**config.mk**
```make
export PLATFORM = sky130hd
export DESIGN_NAME = gate_unit_pipe_flat
export DESIGN_NICKNAME = d
export VERILOG_FILES = /design/src/rtl/gate_pkg.sv /design/src/rtl/gate_unit_pipe_if.sv /design/src/rtl/gate_skid_buf.sv /design/src/rtl/gate_unit_pipe.sv /design/src/flat_wrapper.sv
export SDC_FILE = /design/constraint.sdc
export NUM_CORES = 1
export LEC_CHECK = 0
export CAP_MARGIN = 20
export CORE_ASPECT_RATIO = 1.25
export CORE_MARGIN = 4
export CORE_UTILIZATION = 51
export DETAILED_ROUTE_END_ITERATION = 12
export GPL_ROUTABILITY_DRIVEN = 0
export PLACE_DENSITY = 0.86
export SYNTH_ARGS = -nofsm -noshare
export SYNTH_HDL_FRONTEND = slang
export SYNTH_HIERARCHICAL = 1
export SYNTH_SLANG_ARGS = --single-unit
```
**constraint.sdc**
```tcl
create_clock -name clk -period 2 [get_ports clk]
set_input_delay 0.4 -clock clk [delete_from_list [all_inputs] [get_ports clk]]
set_output_delay 0.4 -clock clk [all_outputs]
set_load 0.03 [all_outputs]
```
**src/rtl/gate_pkg.sv**
```systemverilog
// Shared opcode enum and width-generic bitwise gate function for the gate unit.
package gate_pkg;

  localparam int unsigned GATE_OP_W  = 3;
  // Widest operand gate_apply handles; callers zero-extend in and truncate out.
  localparam int unsigned GATE_MAX_W = 256;

  typedef enum logic [GATE_OP_W-1:0] {
    OP_AND   = 3'd0,
    OP_OR    = 3'd1,
    OP_XOR   = 3'd2,
    OP_NAND  = 3'd3,
    OP_NOR   = 3'd4,
    OP_XNOR  = 3'd5,
    OP_NOT_A = 3'd6,
    OP_PASS  = 3'd7
  } gate_op_e;

  // Bits are independent, so upper bits filled by extension never reach a truncated result.
  function automatic logic [GATE_MAX_W-1:0] gate_apply(
    input gate_op_e                op,
    input logic [GATE_MAX_W-1:0]   a,
    input logic [GATE_MAX_W-1:0]   b
  );
    logic [GATE_MAX_W-1:0] y;
    case (op)
      OP_AND:   y = a & b;
      OP_OR:    y = a | b;
      OP_XOR:   y = a ^ b;
      OP_NAND:  y = ~(a & b);
      OP_NOR:   y = ~(a | b);
      OP_XNOR:  y = ~(a ^ b);
      OP_NOT_A: y = ~a;
      default:  y = a;
    endcase
    return y;
  endfunction

endpackage

```
**src/rtl/gate_unit_pipe_if.sv**
```systemverilog
// Handshake bus of the gate unit: input transaction, buffered result and counter.
interface gate_unit_pipe_if #(
  parameter int unsigned WIDTH = 8,
  parameter int unsigned CNT_W = 16
);
  import gate_pkg::*;

  logic             in_valid;
  logic             in_ready;
  logic [WIDTH-1:0] in_a;
  logic [WIDTH-1:0] in_b;
  gate_op_e         in_op;
  logic             out_valid;
  logic             out_ready;
  logic [WIDTH-1:0] out_y;
  logic             out_any;
  logic             out_all;
  logic [CNT_W-1:0] done_cnt;

  modport master (
    output in_valid, in_a, in_b, in_op, out_ready,
    input  in_ready, out_valid, out_y, out_any, out_all, done_cnt
  );

  modport slave (
    input  in_valid, in_a, in_b, in_op, out_ready,
    output in_ready, out_valid, out_y, out_any, out_all, done_cnt
  );
endinterface

```
**src/rtl/gate_skid_buf.sv**
```systemverilog
// Two-entry result buffer: main register R feeds the output, skid entry S absorbs one stall.
module gate_skid_buf #(
  parameter int unsigned DW = 8
) (
  input  logic          clk,
  input  logic          rst,
  input  logic          in_valid_i,
  output logic          in_ready_o,
  input  logic [DW-1:0] in_data_i,
  output logic          out_valid_o,
  input  logic          out_ready_i,
  output logic [DW-1:0] out_data_o
);

  logic          r_valid_q, r_valid_d;
  logic [DW-1:0] r_data_q,  r_data_d;
  logic          s_valid_q, s_valid_d;
  logic [DW-1:0] s_data_q,  s_data_d;
  logic          in_ready_q, in_ready_d;
  logic          in_hs, out_hs;

  // S is only ever occupied while R is full, so R-empty never needs to look at S.
  always_comb begin
    r_valid_d = r_valid_q;
    r_data_d  = r_data_q;
    s_valid_d = s_valid_q;
    s_data_d  = s_data_q;
    in_hs     = in_valid_i & in_ready_q;
    out_hs    = r_valid_q & out_ready_i;

    if (!r_valid_q) begin
      if (in_hs) begin
        r_valid_d = 1'b1;
        r_data_d  = in_data_i;
      end
    end else if (out_hs) begin
      if (s_valid_q) begin
        r_data_d  = s_data_q;
        s_valid_d = 1'b0;
      end else if (in_hs) begin
        r_data_d  = in_data_i;
      end else begin
        r_valid_d = 1'b0;
      end
    end else if (in_hs) begin
      s_valid_d = 1'b1;
      s_data_d  = in_data_i;
    end

    in_ready_d = ~s_valid_d;
  end

  always_ff @(posedge clk) begin
    if (rst) begin
      r_valid_q  <= 1'b0;
      r_data_q   <= '0;
      s_valid_q  <= 1'b0;
      s_data_q   <= '0;
      in_ready_q <= 1'b1;
    end else begin
      r_valid_q  <= r_valid_d;
      r_data_q   <= r_data_d;
      s_valid_q  <= s_valid_d;
      s_data_q   <= s_data_d;
      in_ready_q <= in_ready_d;
    end
  end

  assign in_ready_o  = in_ready_q;
  assign out_valid_o = r_valid_q;
  assign out_data_o  = r_data_q;

endmodule

```
**src/rtl/gate_unit_pipe.sv**
```systemverilog
// Registered WIDTH-bit bitwise logic unit with valid/ready on both sides and a handshake counter.
module gate_unit_pipe
  import gate_pkg::*;
#(
  parameter int unsigned WIDTH = 8,
  parameter int unsigned CNT_W = 16
) (
  input logic             clk,
  input logic             rst,
  gate_unit_pipe_if.slave bus
);

  logic [WIDTH-1:0] y_c;
  logic [CNT_W-1:0] done_cnt_q, done_cnt_d;

  assign y_c = WIDTH'(gate_apply(bus.in_op, GATE_MAX_W'(bus.in_a), GATE_MAX_W'(bus.in_b)));

  gate_skid_buf #(
    .DW (WIDTH)
  ) u_skid (
    .clk         (clk),
    .rst         (rst),
    .in_valid_i  (bus.in_valid),
    .in_ready_o  (bus.in_ready),
    .in_data_i   (y_c),
    .out_valid_o (bus.out_valid),
    .out_ready_i (bus.out_ready),
    .out_data_o  (bus.out_y)
  );

  // Reductions are masked so an idle output never advertises stale data.
  assign bus.out_any = bus.out_valid & (|bus.out_y);
  assign bus.out_all = bus.out_valid & (&bus.out_y);

  always_comb begin
    done_cnt_d = done_cnt_q + CNT_W'(bus.out_valid & bus.out_ready);
  end

  always_ff @(posedge clk) begin
    if (rst) begin
      done_cnt_q <= '0;
    end else begin
      done_cnt_q <= done_cnt_d;
    end
  end

  assign bus.done_cnt = done_cnt_q;

endmodule

```
**src/flat_wrapper.sv**
```systemverilog
// flat-port wrapper written by rule: the top's interface ports become plain ports
module gate_unit_pipe_flat import gate_pkg::*;
#(
  parameter int unsigned WIDTH = 8,
  parameter int unsigned CNT_W = 16
)
  (clk, rst, bus_in_valid, bus_in_a, bus_in_b, bus_in_op, bus_out_ready, bus_in_ready, bus_out_valid, bus_out_y, bus_out_any, bus_out_all, bus_done_cnt);
  gate_unit_pipe_if #(.WIDTH(WIDTH), .CNT_W(CNT_W)) bus_i ();
  input logic clk;
  input logic rst;
  input wire logic [$bits(bus_i.in_valid)-1:0] bus_in_valid;
  input wire logic [$bits(bus_i.in_a)-1:0] bus_in_a;
  input wire logic [$bits(bus_i.in_b)-1:0] bus_in_b;
  input wire logic [$bits(bus_i.in_op)-1:0] bus_in_op;
  input wire logic [$bits(bus_i.out_ready)-1:0] bus_out_ready;
  output wire logic [$bits(bus_i.in_ready)-1:0] bus_in_ready;
  output wire logic [$bits(bus_i.out_valid)-1:0] bus_out_valid;
  output wire logic [$bits(bus_i.out_y)-1:0] bus_out_y;
  output wire logic [$bits(bus_i.out_any)-1:0] bus_out_any;
  output wire logic [$bits(bus_i.out_all)-1:0] bus_out_all;
  output wire logic [$bits(bus_i.done_cnt)-1:0] bus_done_cnt;
  assign bus_i.in_valid = bus_in_valid;
  assign bus_i.in_a = bus_in_a;
  assign bus_i.in_b = bus_in_b;
  assign bus_i.in_op = bus_in_op;
  assign bus_i.out_ready = bus_out_ready;
  assign bus_in_ready = bus_i.in_ready;
  assign bus_out_valid = bus_i.out_valid;
  assign bus_out_y = bus_i.out_y;
  assign bus_out_any = bus_i.out_any;
  assign bus_out_all = bus_i.out_all;
  assign bus_done_cnt = bus_i.done_cnt;
  gate_unit_pipe #(.WIDTH(WIDTH), .CNT_W(CNT_W)) u_core (.clk(clk), .rst(rst), .bus(bus_i));
endmodule
```
==> impl_summary.md <==
Outcome
The flow ran to the end, and the final reports show no timing, DRC or antenna violations.

Setup path
The path type of the worst setup path is primary input to register. The critical path contains buffers and inverters numbering 2 combined. The signal on the critical path passes through clkdlybuf4s50_1, and2_1, ha_1, ha_1, buf_4, and3_1, nand3_1, xor2_1, nor2_1.

The slowest stage of the critical path is the sky130_fd_sc_hd__clkdlybuf4s50_1 cell. Measured in cells, the most critical reg-to-reg path has a length of 8. The worst-case register-to-register setup slack is 0.26 ns. The data arrival at the endpoint of the critical path is 2.11 ns. The type of origin of the critical path is a primary input.

The critical path required time is 2.17 ns. The nature of the critical path endpoint is a register. Broken down by cell family, the worst path's largest delay share belongs to buffers and inverters. The worst reg2reg path endpoint is u_core/bus.done_cnt[6]$_SDFF_PP0_. The top fanout value on the critical path is 2.

Among the stages of the critical path, the cell type that occurs most often is sky130_fd_sc_hd__ha_1. The launch point of the worst reg-to-reg path is u_core/u_skid/out_valid_o$_SDFF_PP0_. On the worst path, the slowest cell contributes a delay of 0.45 ns.

Clock tree
The clock-pin slew reported for the worst setup and hold paths after clock tree synthesis is 0.06 ns. The CTS tree is yes. The setup fix buffers added after clock tree synthesis is 0. The number of buffers inserted during clock tree synthesis is 5. The clock sink count is 35. In this run, post-CTS hold repair placed 0 buffers. The number of levels the H-tree was split into is 2. For the worst-skew pair, the clock arrives at the later sink with an insertion delay of 0.28 ns.

Counting along the longest clock path gives a buffer depth of 2. The buffer cell driving the clock tree root is sky130_fd_sc_hd__clkbuf_8.

Timing
The maximum frequency from static timing analysis is 516 MHz. The remaining max-slew budget at the tightest pin is 0.698. The transition time at the pin with the least slew margin is 0.452 ns.

The final worst hold slack is 0.466 ns. The count of endpoints failing hold in the final timing report is 0. Setup repair after global routing could not meet its margin everywhere. The final critical-path required period is 1.94 ns. Dividing the final minimum period by the clock period gives 0.970. The summed negative setup slack over all endpoints is 0 ns.

The clock skew is 0.00325 ns. The number of pins exceeding their max-slew limit in the final report is 0. Setup violations remaining at the end of the flow were counted as 0.

Synthesis
The synthesized design contains 35 register bits. The biggest area consumer among synthesized cells is sky130_fd_sc_hd__dfxtp_1. The share of synthesized area in the top cell type comes to 0.289. The number of nets handed over by synthesis was 347. Yosys printed 6 warnings.

Yosys attributes the largest share of cell area to sky130_fd_sc_hd__dfxtp_1, sky130_fd_sc_hd__ha_1, sky130_fd_sc_hd__nand2_1. For this run, the register share of the synthesized area comes to 0.289. The cell area that synthesis handed to floorplanning was 2420 um^2. The distinct cell type count after synthesis is 46. The cell count after synthesis came out at 306. By count the netlist is led by sky130_fd_sc_hd__dfxtp_1, sky130_fd_sc_hd__nand2_1, sky130_fd_sc_hd__nor2_1. Among all flip-flop cells after synthesis, the most frequent one is sky130_fd_sc_hd__dfxtp_1. The count of flip-flops with a built-in enable after synthesis is 0. The share of synthesized registers carrying an async set or reset is 0. Averaged over all synthesized cells, the footprint is 7.92 um^2.

Detailed routing
In the final routed layout, each cell accounts on average for 13.3 um. For this run, design rule violations remaining after detail routing come to 0. Summed over all layers, the routed wires come to 5950 um. After detailed routing, the number of vias per cell comes to 5.44. The DRC violation total after the first TritonRoute iteration is 138. The total iterations of the first detailed-routing run is 4.

For this block, the via count after detailed routing is 2428. The count of nets left with antenna violations once routing finished came out at 0.

Power
The logic gate share of total power is 0.289. The maximum ir drop on the vdd rail is 237 uV. The switching part of the total is 0.297. The total net switching power is 514 uW. Dividing total power by cell area gives a power density of 509 nW/um^2.

Of the total power, the clock network draws 0.278. Of the total power, registers draw 0.433. The total chip power is 1.73 mW. The static leakage is 1.42 nW. The internal power of the cells totals 1.21 mW.

Final layout
In the final layout, the share of cells above drive strength 1 is 0.188. The filler cell count is 334. The final design utilization is 0.756.

The area growth from synthesis to layout is 40.1%. The antenna diode instance count is 0. The net count of the finished layout is 428.

The count of cells in the finished layout, fillers not included, comes to 446.

Worst hold path
The tightest min-delay check is of the register to register type. Counting instances, the worst hold path has a depth of 2. The endpoint of the worst hold-timing path is u_core/u_skid/s_data_q[7]$_SDFFE_PP0P_.

The hold path startpoint is u_core/u_skid/s_data_q[7]$_SDFFE_PP0P_.

Die
The die covers 5920 um^2. From bottom edge to top edge, the die measures 85.1 um. The total number of placement rows is 27. The starting density of the core is 0.539. The count of pins on the block boundary is 51. The die span in x is 69.6 um. The area of the core is 4490 um^2.

Place
Input and output buffers added on the ports amount to 50. The number of placed instances with taps included is 437. The post-detailed-placement half-perimeter wirelength is 4390 um.

GRT
The number of antenna violations at the first check in global routing is 0. The global routing usage summed across all routing layers is 0.190. For this run the aggregate overflow at the end of global routing stands at 0. The wire length of the first global-routing pass is 9650 um. Entering global routing, the biggest net connects 34 pins. The via count of the first global-routing pass came to 2302.

Flow run
The max-capacitance violation count is 0.
[cell type report]
cell class,instances,area (um^2),share of cell area
Multi-Input combinational cell,229,1590,0.469
Timing Repair Buffer,91,855,0.252
Tap cell,58,72.6,0.0214
Clock inverter,1,5.00,0.00147
Sequential cell,35,701,0.206
Inverter,25,93.8,0.0276
Clock buffer,7,76.3,0.0225
[cell usage in the layout (no fill, tap or decap), types with 3 or more instances in the layout]
cell type	instances
sky130_fd_sc_hd__mux2i_1	5
sky130_fd_sc_hd__o211ai_1	6
sky130_fd_sc_hd__o21ai_0	8
sky130_fd_sc_hd__nor2_2	3
sky130_fd_sc_hd__a311oi_1	6
sky130_fd_sc_hd__o21ai_1	5
sky130_fd_sc_hd__xor2_1	8
sky130_fd_sc_hd__a21oi_1	23
sky130_fd_sc_hd__buf_4	39
sky130_fd_sc_hd__a211oi_1	3
sky130_fd_sc_hd__nor2_1	28
sky130_fd_sc_hd__nor4_2	3
sky130_fd_sc_hd__nor2b_1	10
sky130_fd_sc_hd__nand2b_1	3
sky130_fd_sc_hd__ha_1	13
sky130_fd_sc_hd__nor3_1	6
sky130_fd_sc_hd__dlygate4sd2_1	3
sky130_fd_sc_hd__ha_2	4
sky130_fd_sc_hd__clkdlybuf4s50_1	42
sky130_fd_sc_hd__o31a_1	3
sky130_fd_sc_hd__a311oi_2	3
sky130_fd_sc_hd__nand2_1	35
sky130_fd_sc_hd__dfxtp_1	35
sky130_fd_sc_hd__dlymetal6s2s_1	4
sky130_fd_sc_hd__inv_1	25
sky130_fd_sc_hd__clkbuf_8	5
sky130_fd_sc_hd__nand3_1	14
sky130_fd_sc_hd__xnor2_1	11
[repair_timing]
action,4_1_cts,5_1_grt
pin swaps,2,17
gates cloned,0,1
setup endpoints to repair,4,8
gates resized for setup,5,16
[worst max path at each step]
stage | from | end | slack (ns) | cells past startpoint
after global routing | bus_in_b[5] | u_core/u_skid/out_data_o[5]$_SDFFE_PP0P_ | -0.03 | 10
after detailed placement | bus_in_a[4] | u_core/u_skid/out_data_o[4]$_SDFFE_PP0P_ | -0.34 | 9
after floorplan | u_core/u_skid/out_valid_o$_SDFF_PP0_ | u_core/bus.done_cnt[14]$_SDFF_PP0_ | 0.17 | 7
after global placement | bus_in_a[7] | u_core/u_skid/out_data_o[7]$_SDFFE_PP0P_ | -0.30 | 10
after CTS | bus_in_a[5] | u_core/u_skid/out_data_o[5]$_SDFFE_PP0P_ | 0.01 | 10
final | bus_out_ready | u_core/bus.done_cnt[6]$_SDFF_PP0_ | 0.06 | 9
[tightest hold or removal path: cells and delay by family (launching register included)]
family          cells  cell delay [ns]
flops               1             0.31
simple gates        1             0.06
compound gates      1             0.06
[stage by stage]
stage               worst slack, ns  area (um^2)
floorplan                     0.172         2420
CTS                          0.0122         3310
global route                -0.0294         3390
finish                       0.0606         3390
detailed placement           -0.344         3230
global placement             -0.297         3230
[sequential cells by signal, summed over array words and instances, names as in the netlist, named ones only]
| name | flops |
|---|---|
| u_core/u_skid/out_valid_o | 1 |
| u_core/bus.done_cnt | 16 |
| u_core/u_skid/s_data_q | 8 |
| u_core/u_skid/in_ready_o | 1 |
| u_core/u_skid/out_data_o | 8 |
[cell families (layout without fill, tap and decap cells)]
group	after synthesis	in the layout	synth area share
flops	35	35	0.289
buf+inv	42	124	0.0733
simple gates	117	117	0.248
compound gates	69	69	0.197
xor+xnor	19	19	0.0687
mux	6	6	0.0300
fa+ha+maj	18	18	0.0930
[power by group through the flow]
| stage | clock network [mW] | registers (mW) | logic (mW) |
|---|---|---|---|
| floorplan | 0 | 0.799 | 0.236 |
| global placement | 0 | 0.761 | 0.464 |
| detailed placement | 0 | 0.762 | 0.478 |
| CTS | 0.490 | 0.747 | 0.479 |
| global route | 0.512 | 0.750 | 0.542 |
| finish | 0.480 | 0.747 | 0.499 |
[routing by layer]
| layer | routed length, um | part of all wire | vias up | global-route usage |
|---|---|---|---|---|
| met2 | 3190 | 0.54 | 62 | 0.376 |
| met5 | 0 | 0 | - | 0 |
| li1 | - | - | 1235 | - |
| met4 | 55 | 0.0092 | 0 | 0.0610 |
| met3 | 261 | 0.044 | 5 | 0.0213 |
| met1 | 2440 | 0.41 | 1126 | 0.209 |
No activity file was read; power rests on OpenSTA's default activity.
